**config.mk**
```make
export PLATFORM = sky130hd
export DESIGN_NAME = vram_arb
export DESIGN_NICKNAME = d
export VERILOG_FILES = /design/src/rtl/vram_arb.sv
export SDC_FILE = /design/constraint.sdc
export NUM_CORES = 1
export LEC_CHECK = 0
export BUFFER_PORTS_ARGS = -buffer_cell sky130_fd_sc_hd__buf_4
export CORE_AREA = 2 2 74 76
export CTS_CLUSTER_DIAMETER = 150
export DETAILED_ROUTE_END_ITERATION = 7
export DIE_AREA = 0 0 76 78
export GPL_ROUTABILITY_DRIVEN = 0
export PLACE_DENSITY = 0.82
export SYNTH_ARGS = -nofsm -noshare
export SYNTH_HDL_FRONTEND = slang
export SYNTH_SLANG_ARGS = --single-unit
```
**constraint.sdc**
```tcl
create_clock -name CK_i -period 2.1 [get_ports CK_i]
set_input_delay 0.105 -clock CK_i [delete_from_list [all_inputs] [get_ports CK_i]]
set_output_delay 0.105 -clock CK_i [all_outputs]
set_load 0.005 [all_outputs]
```
**src/rtl/vram_arb.sv**
```systemverilog
// vram_arb -- single-port text/font VRAM arbiter for the NTSC character path.
//
// One synchronous RAM is shared between the raster character fetch and a host
// read/write port. Video fetch always wins the slot and has a fixed 2-cycle
// latency. The host receives the remaining slots through a req/ack handshake.
// A saturating wait counter flags a starved host.
//
// All state advances only on CK_i edges where CK_EE_i is high.
//
// Ports
//   CK_i, XARST_i        clock, asynchronous active-low reset
//   CK_EE_i, RST_i       clock enable, synchronous reset (qualified by CK_EE_i)
//   VREQ_i, VADRs_i      video fetch request pulse and address
//   VDATs_o, VVLD_o      video read data and its 1-cycle valid
//   HREQ_i, HWE_i        host request level, 1=write / 0=read
//   HADRs_i, HWDATs_i    host address and write data
//   HACK_o, HRDATs_o     host done pulse; read data valid with HACK_o on reads
//   HSTRV_o              host starved flag, sticky until the host is granted
//   RAM_ADRs_o, RAM_WE_o, RAM_WDATs_o   registered RAM controls
//   RAM_RDATs_i          RAM read data, valid 1 enabled cycle after address
module vram_arb #(
  parameter int C_ADR_W  = 11,
  parameter int C_DAT_W  = 8,
  parameter int C_STRV_N = 255
) (
  input  logic               CK_i,
  input  logic               XARST_i,
  input  logic               CK_EE_i,
  input  logic               RST_i,
  input  logic               VREQ_i,
  input  logic [C_ADR_W-1:0] VADRs_i,
  output logic [C_DAT_W-1:0] VDATs_o,
  output logic               VVLD_o,
  input  logic               HREQ_i,
  input  logic               HWE_i,
  input  logic [C_ADR_W-1:0] HADRs_i,
  input  logic [C_DAT_W-1:0] HWDATs_i,
  output logic               HACK_o,
  output logic [C_DAT_W-1:0] HRDATs_o,
  output logic               HSTRV_o,
  output logic [C_ADR_W-1:0] RAM_ADRs_o,
  output logic               RAM_WE_o,
  output logic [C_DAT_W-1:0] RAM_WDATs_o,
  input  logic [C_DAT_W-1:0] RAM_RDATs_i
);

  typedef enum logic [1:0] {IDLE, VRD, HWR, HRD} slot_t;

  // state is the slot registered on the RAM bus (stage p0); its data returns
  // one enabled cycle later into the p1 output registers.
  slot_t       state;
  slot_t       state_nxt;
  logic        host_grant;
  logic        host_busy;
  logic [7:0]  wait_ctr;
  logic [7:0]  wait_ctr_nxt;
  logic        strv_nxt;

  logic [C_DAT_W-1:0] vdat_p1;
  logic               vld_p1;
  logic [C_DAT_W-1:0] hrdat_p1;
  logic               hack_p1;
  logic [C_ADR_W-1:0] ram_adr_p0;
  logic               ram_we_p0;
  logic [C_DAT_W-1:0] ram_wdat_p0;
  logic               hstrv_r;

  function automatic logic [7:0] sat_inc8(input logic [7:0] v);
    return (v == 8'hFF) ? v : v + 8'd1;
  endfunction

  // A read in flight occupies the bus slot tag; HACK_o high means the host has
  // not yet had a chance to drop its stale request, so it is ignored as well.
  assign host_busy = (state == HRD) || hack_p1;

  always_comb begin
    state_nxt  = IDLE;
    host_grant = 1'b0;
    if (VREQ_i) begin
      state_nxt = VRD;
    end else if (HREQ_i && !host_busy) begin
      state_nxt  = HWE_i ? HWR : HRD;
      host_grant = 1'b1;
    end
  end

  always_comb begin
    wait_ctr_nxt = wait_ctr;
    strv_nxt     = hstrv_r;
    if (host_grant) begin
      wait_ctr_nxt = 8'd0;
      strv_nxt     = 1'b0;
    end else if (HREQ_i) begin
      wait_ctr_nxt = sat_inc8(wait_ctr);
      strv_nxt     = hstrv_r || (int'(wait_ctr_nxt) >= C_STRV_N);
    end
  end

  always_ff @(posedge CK_i or negedge XARST_i) begin
    if (!XARST_i) begin
      state <= IDLE;
    end else if (CK_EE_i) begin
      if (RST_i) state <= IDLE;
      else       state <= state_nxt;
    end
  end

  // ---- stage p0: slot issue onto the RAM bus ----
  always_ff @(posedge CK_i or negedge XARST_i) begin
    if (!XARST_i) begin
      ram_adr_p0  <= '0;
      ram_we_p0   <= 1'b0;
      ram_wdat_p0 <= '0;
      wait_ctr    <= 8'd0;
      hstrv_r     <= 1'b0;
    end else if (CK_EE_i) begin
      if (RST_i) begin
        ram_adr_p0  <= '0;
        ram_we_p0   <= 1'b0;
        ram_wdat_p0 <= '0;
        wait_ctr    <= 8'd0;
        hstrv_r     <= 1'b0;
      end else begin
        if (state_nxt == VRD)   ram_adr_p0 <= VADRs_i;
        else if (host_grant)    ram_adr_p0 <= HADRs_i;
        ram_we_p0 <= (state_nxt == HWR);
        if (state_nxt == HWR)   ram_wdat_p0 <= HWDATs_i;
        wait_ctr <= wait_ctr_nxt;
        hstrv_r  <= strv_nxt;
      end
    end
  end

  // ---- stage p1: read data return, routed by the registered slot tag ----
  always_ff @(posedge CK_i or negedge XARST_i) begin
    if (!XARST_i) begin
      vdat_p1  <= '0;
      vld_p1   <= 1'b0;
      hrdat_p1 <= '0;
      hack_p1  <= 1'b0;
    end else if (CK_EE_i) begin
      if (RST_i) begin
        vdat_p1  <= '0;
        vld_p1   <= 1'b0;
        hrdat_p1 <= '0;
        hack_p1  <= 1'b0;
      end else begin
        vld_p1 <= (state == VRD);
        if (state == VRD) vdat_p1 <= RAM_RDATs_i;
        if (state == HRD) hrdat_p1 <= RAM_RDATs_i;
        // Writes ack as they are issued; reads ack when their data returns.
        hack_p1 <= (state_nxt == HWR) || (state == HRD);
      end
    end
  end

  assign VDATs_o     = vdat_p1;
  assign VVLD_o      = vld_p1;
  assign HRDATs_o    = hrdat_p1;
  assign HACK_o      = hack_p1;
  assign HSTRV_o     = hstrv_r;
  assign RAM_ADRs_o  = ram_adr_p0;
  assign RAM_WE_o    = ram_we_p0;
  assign RAM_WDATs_o = ram_wdat_p0;

endmodule

```
==> results of run 1 <==
[layer usage]
layer  share of wire  GRT usage  up-vias  wire (um)
li1                -          -      985          -
met1            0.44      0.269     1015       2590
met2            0.47      0.348       96       2810
met3           0.078     0.0581        8        461
met4           0.011     0.0618        0         63
met5               0          0        -          0
[flip-flops by register name (all words and copies together), names as in the netlist]
signal / flops
HSTRV_o: 1
HRDATs_o: 8
wait_ctr: 8
RAM_ADRs_o: 11
HACK_o: 1
RAM_WDATs_o: 8
RAM_WE_o: 1
state: 2
VDATs_o: 8
VVLD_o: 1
[power by group through the flow]
stage / Sequential [W] / Clock (W) / Combinational [W]
after floorplan: 0.00114 / 0 / 0.000228
after global placement: 0.00114 / 0 / 0.000482
after detailed placement: 0.00115 / 0 / 0.000500
after CTS: 0.00113 / 0.000706 / 0.000505
after global routing: 0.00115 / 0.000741 / 0.000549
final: 0.00113 / 0.000692 / 0.000499
[final cells by class]
class | count | share of cell area
well taps | 70 | 0.0269
repair buffers | 90 | 0.210
multi-input cells | 150 | 0.347
flip-flops and latches | 49 | 0.377
inverters | 4 | 0.00461
clock inverters | 3 | 0.0135
clock buffers | 5 | 0.0211
[logic make-up (layout without fill, tap and decap cells)]
| kind of cell | Yosys count | in the layout |
|---|---|---|
| fa+ha+maj | 1 | 1 |
| flops | 49 | 49 |
| buf+inv | 20 | 102 |
| mux | 25 | 25 |
| xor+xnor | 1 | 1 |
| simple gates | 51 | 51 |
| compound gates | 72 | 72 |
[layout by cell type, fill, tap and decap left out, drive strengths merged, types with 4 or more instances in the layout]
| cell type | count |
|---|---|
| buf | 87 |
| dfrtp | 49 |
| nor2 | 21 |
| o2bb2ai | 18 |
| a22oi | 14 |
| mux2 | 13 |
| mux2i | 12 |
| a21oi | 10 |
| a22o | 9 |
| nand2 | 8 |
| a31oi | 5 |
| clkbuf | 5 |
| o21ai | 5 |
| inv | 5 |
| nor3 | 4 |
[how the worst min path moves through the flow]
stage,start,endpoint,slack [ns],cells after the start
after floorplan,XARST_i,HACK_o$_DFFE_PN0P_,-0.19,0
after global placement,XARST_i,RAM_WDATs_o[2]$_DFFE_PN0P_,0.15,1
after detailed placement,XARST_i,RAM_WDATs_o[1]$_DFFE_PN0P_,0.16,1
after CTS,HWDATs_i[2],RAM_WDATs_o[2]$_DFFE_PN0P_,0.005,2
after global routing,HWDATs_i[2],RAM_WDATs_o[2]$_DFFE_PN0P_,0.005,2
final,HWDATs_i[6],RAM_WDATs_o[6]$_DFFE_PN0P_,0.01,2
[stage by stage]
step                      area [sq um]  total power, W
after global routing              3260         0.00244
after CTS                         3260         0.00234
after detailed placement          3110         0.00165
after global placement            3110         0.00163
after floorplan                   2450         0.00137
final                             3260         0.00232
==> impl_metrics.yaml, run 1 <==
power:
  p_leak_nw: 1.59
  comb_power_share: 0.215
  powerDensity_mw_per_mm2: 713
  swShare: 0.268
  ir_drop_uv: 386
  p_sw_w: 0.000622
  power_frac_clock: 0.298
  seqPwrFrac: 0.487
  p_int_w: 0.00170
timing:
  period_share: 0.920
  slew_violations: 0
  worst_slack_ns: 0.167
  fin_skew_ns: 0.00365
  worst_slew_pin_slew_ns: 0.608
  period_minus_slack_ns: 1.93
  holdWs_ns: 0.0142
  hold_violations: 0
  setup_viol: 0
  slew_headroom: 0.595
  rsz0062_at_grt: "no"
  max_freq_mhz: 517
  setup_tns_ns: 0
clock_tree:
  cts_hold_buffers: 3
  clkSlewWorstSetupHoldPaths_ns: 0.09
  clk_latency_ns: 0.31
  postCtsSetupBuffers: 0
  cts-htree-levels: 2
  cts_tree: "built"
  cts_buffers: 5
  cts_resized: 0
  clkSinkCount: 49
  root_buffer: "clkbuf_8"
  cts_buffer_depth: 2
synthesis:
  synth_top_family_by_area: "compound AO/OA/AOI/OAI gates"
  ys.flop_type: "dfrtp_1"
  syn-num-nets: 265
  syn-instance-count: 219
  synth_xor_area_frac: 0.00357
  synth_mux_area_frac: 0.124
  netlist_top_cells_area: "dfrtp_1 (50%), o2bb2ai_1 (6.4%), mux2_4 (6.1%)"
  ys_top_cells_by_count: "dfrtp_1 (49), nor2_1 (21), o2bb2ai_1 (18)"
  yosysTopAreaCell: "dfrtp_1"
  syn_avg_cell_area_sq_um: 11.2
  ys_seq_area_frac: 0.500
  synth_top_area_frac: 0.500
  ys_seq_elements: 49
  synth_area_sq_mm: 0.00245
  synth_warnings: 0
  synthAdderAreaFrac: 0.00510
  synth_cell_types: 44
  yosysMostFrequentCell: "dfrtp_1"
  synth_edf_count: 0
  synth_compound_area_frac: 0.224
  yosys.area_share.simple: 0.104
  async_flop_share: 1.00
critical_path:
  rrSetupSlack_ns: 0.17
  rr_startpoint: "wait_ctr[0]$_DFFE_PN0P_"
  r2r_cells: 5
  startpoint_type: "flop"
  crit_fanout: 7
  max_stage_delay_ns: 0.50
  worstPathCellList: "ha_1 -> and3_1 -> a31oi_1 -> or4_4 -> o41ai_2"
  critPathTopFamily: "simple AND/OR/NAND/NOR gates"
  crit_slowest_cell: "or4_4"
  r2r_end: "HSTRV_o$_DFFE_PN0P_"
  crit_type: "flop to flop"
  crit_buf_inv: 0
  end_kind: "flop"
  cp.depth: 5
  endpoint: "HSTRV_o$_DFFE_PN0P_"
  arrival_ns: 2.14
  worst-endpoint-required_ns: 2.31
  crit_start: "wait_ctr[0]$_DFFE_PN0P_"
floorplan:
  io_pins: 84
  die_h_um: 78
  rows: 26
  die_width_um: 76
  coreArea_sq_mm: 0.00504
  start_util: 0.486
  die_area_sq_mm: 0.00593
grt:
  grt_pass1_vias: 2095
  grt_first_pass_wirelength_um: 10100
  track_usage: 0.209
  antenna_found_initial: 0
  grt_overflow: 0
  grt_max_degree: 50
final_layout:
  n_fill_cell: 402
  layoutNonFillerInstCount: 371
  ff_latch_area_sq_mm: 0.00123
  utilization: 0.646
  multi_input_area_sq_mm: 0.00113
  nets: 346
  drive_above_1_share: 0.375
  syn2layout_area_growth_pct: 32.8
  diodes: 0
routing:
  via_count: 2104
  avgRoutedWirePerCell_um: 16.0
  drt_iter0_drc: 147
  via_per_inst: 5.67
  antenna_left: 0
  drt_first_pass_iters: 4
  drt-total-wl_um: 5920
  drcViolationCount: 0
run:
  cap_violations: 0
placed_design:
  place_ws_ns: 0.197
  dp.cells: 360
  dp.final_hpwl_um: 4170
  io_buffers: 83
hold_path:
  hp-class: "primary input to flop"
run_status:
  run_status: "finished, final reports clean"
Power figures use the tool's default switching activity.
==> run 2: changes to the inputs <==
- RECOVER_POWER: unset -> 100
==> run 2 against run 1 <==
Clock power rose by 0.6%. Combinational power fell by 6.6%. Clock-buffer cell count did not move. Core utilization fell by 1.0 points. Routed wire length fell by 0.86%. Hold slack barely moved. Clock skew barely moved. Die area did not move. Critical path type unchanged.
==> impl_metrics.yaml, run 2 (synthesis gave the netlist of run 1 again) <==
clock_tree:
  cts_buffers: 5
  clkSlewWorstSetupHoldPaths_ns: 0.09
  clkSinkCount: 49
  cts-htree-levels: 2
  cts_tree: "built"
  cts_buffer_depth: 2
  clk_latency_ns: 0.31
  postCtsSetupBuffers: 0
  root_buffer: "clkbuf_8"
grt:
  grt_first_pass_wirelength_um: 10100
  antenna_found_initial: 0
  grt_pass1_vias: 2095
  grt_max_degree: 50
  grt_overflow: 0
  track_usage: 0.209
routing:
  via_count: 2086
  avgRoutedWirePerCell_um: 15.8
  drt_first_pass_iters: 4
  drt-total-wl_um: 5870
  drcViolationCount: 0
  drt_iter0_drc: 168
  antenna_left: 0
  via_per_inst: 5.62
timing:
  setup_viol: 0
  slew_violations: 0
  period_minus_slack_ns: 1.97
  period_share: 0.938
  setup_tns_ns: 0
  worst_slew_pin_slew_ns: 1.20
  fin_skew_ns: 0.00335
  slew_headroom: 0.203
  rsz0062_at_grt: "no"
  max_freq_mhz: 508
  hold_violations: 0
floorplan:
  rows: 26
  start_util: 0.486
  die_h_um: 78
  io_pins: 84
  die_area_sq_mm: 0.00593
  die_width_um: 76
  coreArea_sq_mm: 0.00504
run:
  cap_violations: 0
critical_path:
  end_kind: "flop"
  startpoint_type: "flop"
  rr_startpoint: "wait_ctr[0]$_DFFE_PN0P_"
  r2r_end: "HSTRV_o$_DFFE_PN0P_"
  rrSetupSlack_ns: 0.13
  crit_fanout: 7
  endpoint: "HSTRV_o$_DFFE_PN0P_"
  worst-endpoint-required_ns: 2.31
  crit_start: "wait_ctr[0]$_DFFE_PN0P_"
  crit_type: "flop to flop"
  r2r_cells: 5
  arrival_ns: 2.18
final_layout:
  fin_area_sq_mm: 0.00320
  largest_reg_flops: 11
  diodes: 0
  utilization: 0.635
  nets: 346
  syn2layout_area_growth_pct: 30.7
  n_fill_cell: 417
  final_cell_mix: "dfrtp_1 (49), buf_4 (46), clkbuf_4 (37)"
  drive_above_1_share: 0.332
  layoutNonFillerInstCount: 371
  layout_commonest_cell: "dfrtp_1"
power:
  fin_total_pwr_w: 0.00229
  ir_drop_uv: 383
  p_leak_nw: 1.54
  powerDensity_mw_per_mm2: 715
placed_design:
  io_buffers: 83
  place_area_sq_mm: 0.00311
  dp.final_hpwl_um: 4170
  dp.cells: 360
hold_path:
  hp-class: "primary input to flop"
run_status:
  run_status: "finished, final reports clean"
run 2: cell count changes in the layout (fill, tap and decap cells not counted), moves of 2 or more:
cell and delta:
buf_4 -41, clkbuf_4 +37, clkbuf_1 +2, mux2_4 -9, mux2_1 +9
run 2: cell type report:
type | count | area [sq um] | share of cell area
Sequential cell | 49 | 1230 | 0.383
Multi-Input combinational cell | 150 | 1090 | 0.341
Timing Repair Buffer | 90 | 669 | 0.209
Tap cell | 70 | 87.6 | 0.0273
Clock buffer | 5 | 68.8 | 0.0215
Clock inverter | 3 | 43.8 | 0.0137
Inverter | 4 | 15.0 | 0.00469
run 2: power by group:
| part | internal (W) | switching [W] |
|---|---|---|
| Combinational | 0.000270 | 0.000196 |
| Clock | 0.000357 | 0.000339 |
| Sequential | 0.00104 | 0.0000850 |
run 2: worst min path at each step:
stage / start / end / cells after the start
5_1_grt: HWDATs_i[2] / RAM_WDATs_o[2]$_DFFE_PN0P_ / 2
4_1_cts: HWDATs_i[2] / RAM_WDATs_o[2]$_DFFE_PN0P_ / 2
6_report: HWDATs_i[6] / RAM_WDATs_o[6]$_DFFE_PN0P_ / 2
3_3_place_gp: XARST_i / RAM_WDATs_o[2]$_DFFE_PN0P_ / 1
3_5_place_dp: XARST_i / RAM_WDATs_o[1]$_DFFE_PN0P_ / 1
2_1_floorplan: XARST_i / HACK_o$_DFFE_PN0P_ / 0
run 2: layer usage:
metal,track usage,vias up,share of wire
met5,0,-,0
met4,0.0618,0,0.010
met3,0.0581,6,0.080
met2,0.348,95,0.48
met1,0.269,998,0.43
li1,-,987,-
run 2: stage by stage:
| step | setup slack (ns) | hold slack [ns] |
|---|---|---|
| 2_1_floorplan | 0.347 | -0.191 |
| 3_3_place_gp | 0.295 | 0.151 |
| 3_5_place_dp | 0.197 | 0.160 |
| 4_1_cts | 0.173 | 0.00500 |
| 5_1_grt | 0.0583 | 0.00464 |
| 6_report | 0.131 | 0.0143 |
run 2: what timing repair did:
action,CTS,global route
hold endpoints to repair,51,0
hold buffers,3,0
gates resized for setup,0,0
run 2: worst max-delay path: stages (launching register included):
cell,delay [ns]
dfrtp_1,0.46
ha_1,0.27
and3_1,0.28
a31oi_1,0.10
or4_1,0.52
o41ai_2,0.23
==> run 3: changes to the inputs <==
--- a/config.mk
+++ b/config.mk
@@ -7,11 +7,12 @@
 export LEC_CHECK = 0
 export BUFFER_PORTS_ARGS = -buffer_cell sky130_fd_sc_hd__buf_4
-export CORE_AREA = 2 2 74 76
+export CORE_AREA = 2 2 61 91
 export CTS_CLUSTER_DIAMETER = 150
 export DETAILED_ROUTE_END_ITERATION = 7
-export DIE_AREA = 0 0 76 78
+export DIE_AREA = 0 0 63 93
 export GPL_ROUTABILITY_DRIVEN = 0
 export PLACE_DENSITY = 0.82
 export RECOVER_POWER = 100
+export REMOVE_ABC_BUFFERS = 1
 export SYNTH_ARGS = -nofsm -noshare
 export SYNTH_HDL_FRONTEND = slang
==> constraint.sdc (replaced) <==
create_clock -name CK_i -period 2.1 [get_ports CK_i]
set_input_delay 0 -clock CK_i [delete_from_list [all_inputs] [get_ports CK_i]]
set_output_delay 0 -clock CK_i [all_outputs]
set_load 0.005 [all_outputs]
==> run 3 against run 2 <==
Die area decreased by 1.2%. Flip-flop and latch count unchanged. Hold slack got worse by 0.0087 ns. Register-to-register slack better by 0.05 ns. Fmax up 2.6%. Design area increased by 2.5%. Global-route usage rose by 0.37 points. Sequential share of layout area fell by 0.95 points. Clock power down 15%. Via count rose by 2.8%. Largest cell class unchanged.
==> impl_metrics.yaml, run 3 (synthesis gave the netlist of run 1 again) <==
run_status:
  run_status: "finished, final reports clean"
placed_design:
  dp.final_hpwl_um: 4290
  io_buffers: 83
  dp.cells: 359
final_layout:
  layout_commonest_cell: "dfrtp_1"
  largest_reg_flops: 11
  drive_above_1_share: 0.317
  layoutNonFillerInstCount: 380
  n_fill_cell: 411
  ff_latch_area_sq_mm: 0.00123
  nets: 357
  syn2layout_area_growth_pct: 34.0
  final_cell_mix: "dfrtp_1 (49), buf_4 (46), clkbuf_4 (37)"
  multi_input_area_sq_mm: 0.00109
  diodes: 0
clock_tree:
  clkSinkCount: 49
  cts_tree: "built"
  postCtsSetupBuffers: 0
  root_buffer: "clkbuf_8"
  cts-htree-levels: 2
  clkSlewWorstSetupHoldPaths_ns: 0.09
  clk_latency_ns: 0.30
  cts_buffers: 5
  cts_buffer_depth: 2
critical_path:
  crit_fanout: 7
  endpoint: "HSTRV_o$_DFFE_PN0P_"
  rrSetupSlack_ns: 0.18
  worstPathCellList: "ha_1 -> and3_1 -> a31oi_1 -> or4_1 -> o41ai_2"
  end_kind: "flop"
  critPathTopFamily: "simple AND/OR/NAND/NOR gates"
  arrival_ns: 2.12
  max_stage_delay_ns: 0.52
  crit_buf_inv: 0
  rr_startpoint: "wait_ctr[0]$_DFFE_PN0P_"
  crit_start: "wait_ctr[0]$_DFFE_PN0P_"
  worst-endpoint-required_ns: 2.30
  r2r_cells: 5
  crit_type: "flop to flop"
  startpoint_type: "flop"
  crit_slowest_cell: "or4_1"
  cp.depth: 5
  r2r_end: "HSTRV_o$_DFFE_PN0P_"
grt:
  grt_first_pass_wirelength_um: 9970
  grt_max_degree: 50
  antenna_found_initial: 0
  grt_overflow: 0
  grt_pass1_vias: 2095
  track_usage: 0.213
floorplan:
  start_util: 0.482
  die_h_um: 93
  rows: 32
  die_width_um: 63
  coreArea_sq_mm: 0.00508
  io_pins: 84
  die_area_sq_mm: 0.00586
timing:
  max_freq_mhz: 521
  worst_slew_pin_slew_ns: 1.19
  hold_violations: 0
  fin_skew_ns: 0.00838
  rsz0062_at_grt: "no"
  period_minus_slack_ns: 1.92
  setup_viol: 0
  holdWs_ns: 0.00563
  slew_violations: 0
  slew_headroom: 0.208
  period_share: 0.913
routing:
  via_per_inst: 5.64
  drt_first_pass_iters: 4
  drt-total-wl_um: 5980
  drcViolationCount: 0
  avgRoutedWirePerCell_um: 15.7
  drt_iter0_drc: 128
  antenna_left: 0
  via_count: 2145
power:
  ir_drop_uv: 389
  p_leak_nw: 1.57
  fin_total_pwr_w: 0.00220
  powerDensity_mw_per_mm2: 668
run:
  cap_violations: 0
hold_path:
  hp-class: "primary input to flop"
run 3: cell types whose count changed in the layout (fill, tap and decap cells not counted), sizes merged:
cell / previous run / this run
dlygate4sd3: 3 / 13
clkbuf: 45 / 48
buf: 47 / 46
bufinv: 1 / 0
clkinv: 1 / 2
inv: 5 / 4
run 3: worst reg2reg max path, stage by stage, from the launching register on:
cell     delay (ns)
dfrtp_1        0.45
ha_1           0.27
and3_1         0.27
a31oi_1        0.10
or4_1          0.52
o41ai_2        0.21
run 3: routing by layer:
layer	GRT usage	part of all wire
met5	0	0
met3	0.0409	0.033
met1	0.249	0.39
met4	0.0963	0.020
met2	0.376	0.56
run 3: repair_timing:
action	4_1_cts	5_1_grt
gates resized for setup	0	0
hold endpoints to repair	61	0
hold buffers	13	0
run 3: where the power goes:
group	internal (W)	switching (W)
Combinational	0.000282	0.000200
Sequential	0.00104	0.0000816
Clock	0.000268	0.000321
run 3: cell type report:
class                      count  area share
sequential                    49       0.373
multi-input combinational    150       0.332
timing repair buffer         101       0.235
tap                           68      0.0259
clock buffer                   6      0.0251
inverter                       4     0.00457
clock inverter                 2     0.00419
run 3: worst min-delay path by stage:
| stage | to | slack (ns) | from | cells after the start |
|---|---|---|---|---|
| 2_1_floorplan | HACK_o$_DFFE_PN0P_ | -0.30 | XARST_i | 0 |
| 3_3_place_gp | RAM_WDATs_o[1]$_DFFE_PN0P_ | 0.05 | XARST_i | 1 |
| 3_5_place_dp | RAM_WDATs_o[6]$_DFFE_PN0P_ | 0.05 | XARST_i | 1 |
| 4_1_cts | HRDATs_o[4]$_DFFE_PN0P_ | 0.003 | RAM_RDATs_i[4] | 3 |
| 5_1_grt | VDATs_o[4]$_DFFE_PN0P_ | 0.02 | RAM_RDATs_i[4] | 3 |
| 6_report | HRDATs_o[4]$_DFFE_PN0P_ | 0.006 | RAM_RDATs_i[4] | 3 |
run 3: per-stage QoR:
step	TNS [ns]	area [sq um]	util	setup WS, ns
2_1_floorplan	-0.661	2370	-	-0.119
3_3_place_gp	0	3120	0.613	0.303
3_5_place_dp	0	3120	0.613	0.200
4_1_cts	0	3340	0.658	0.200
5_1_grt	0	3290	0.646	0.0713
6_report	0	3290	0.646	0.182
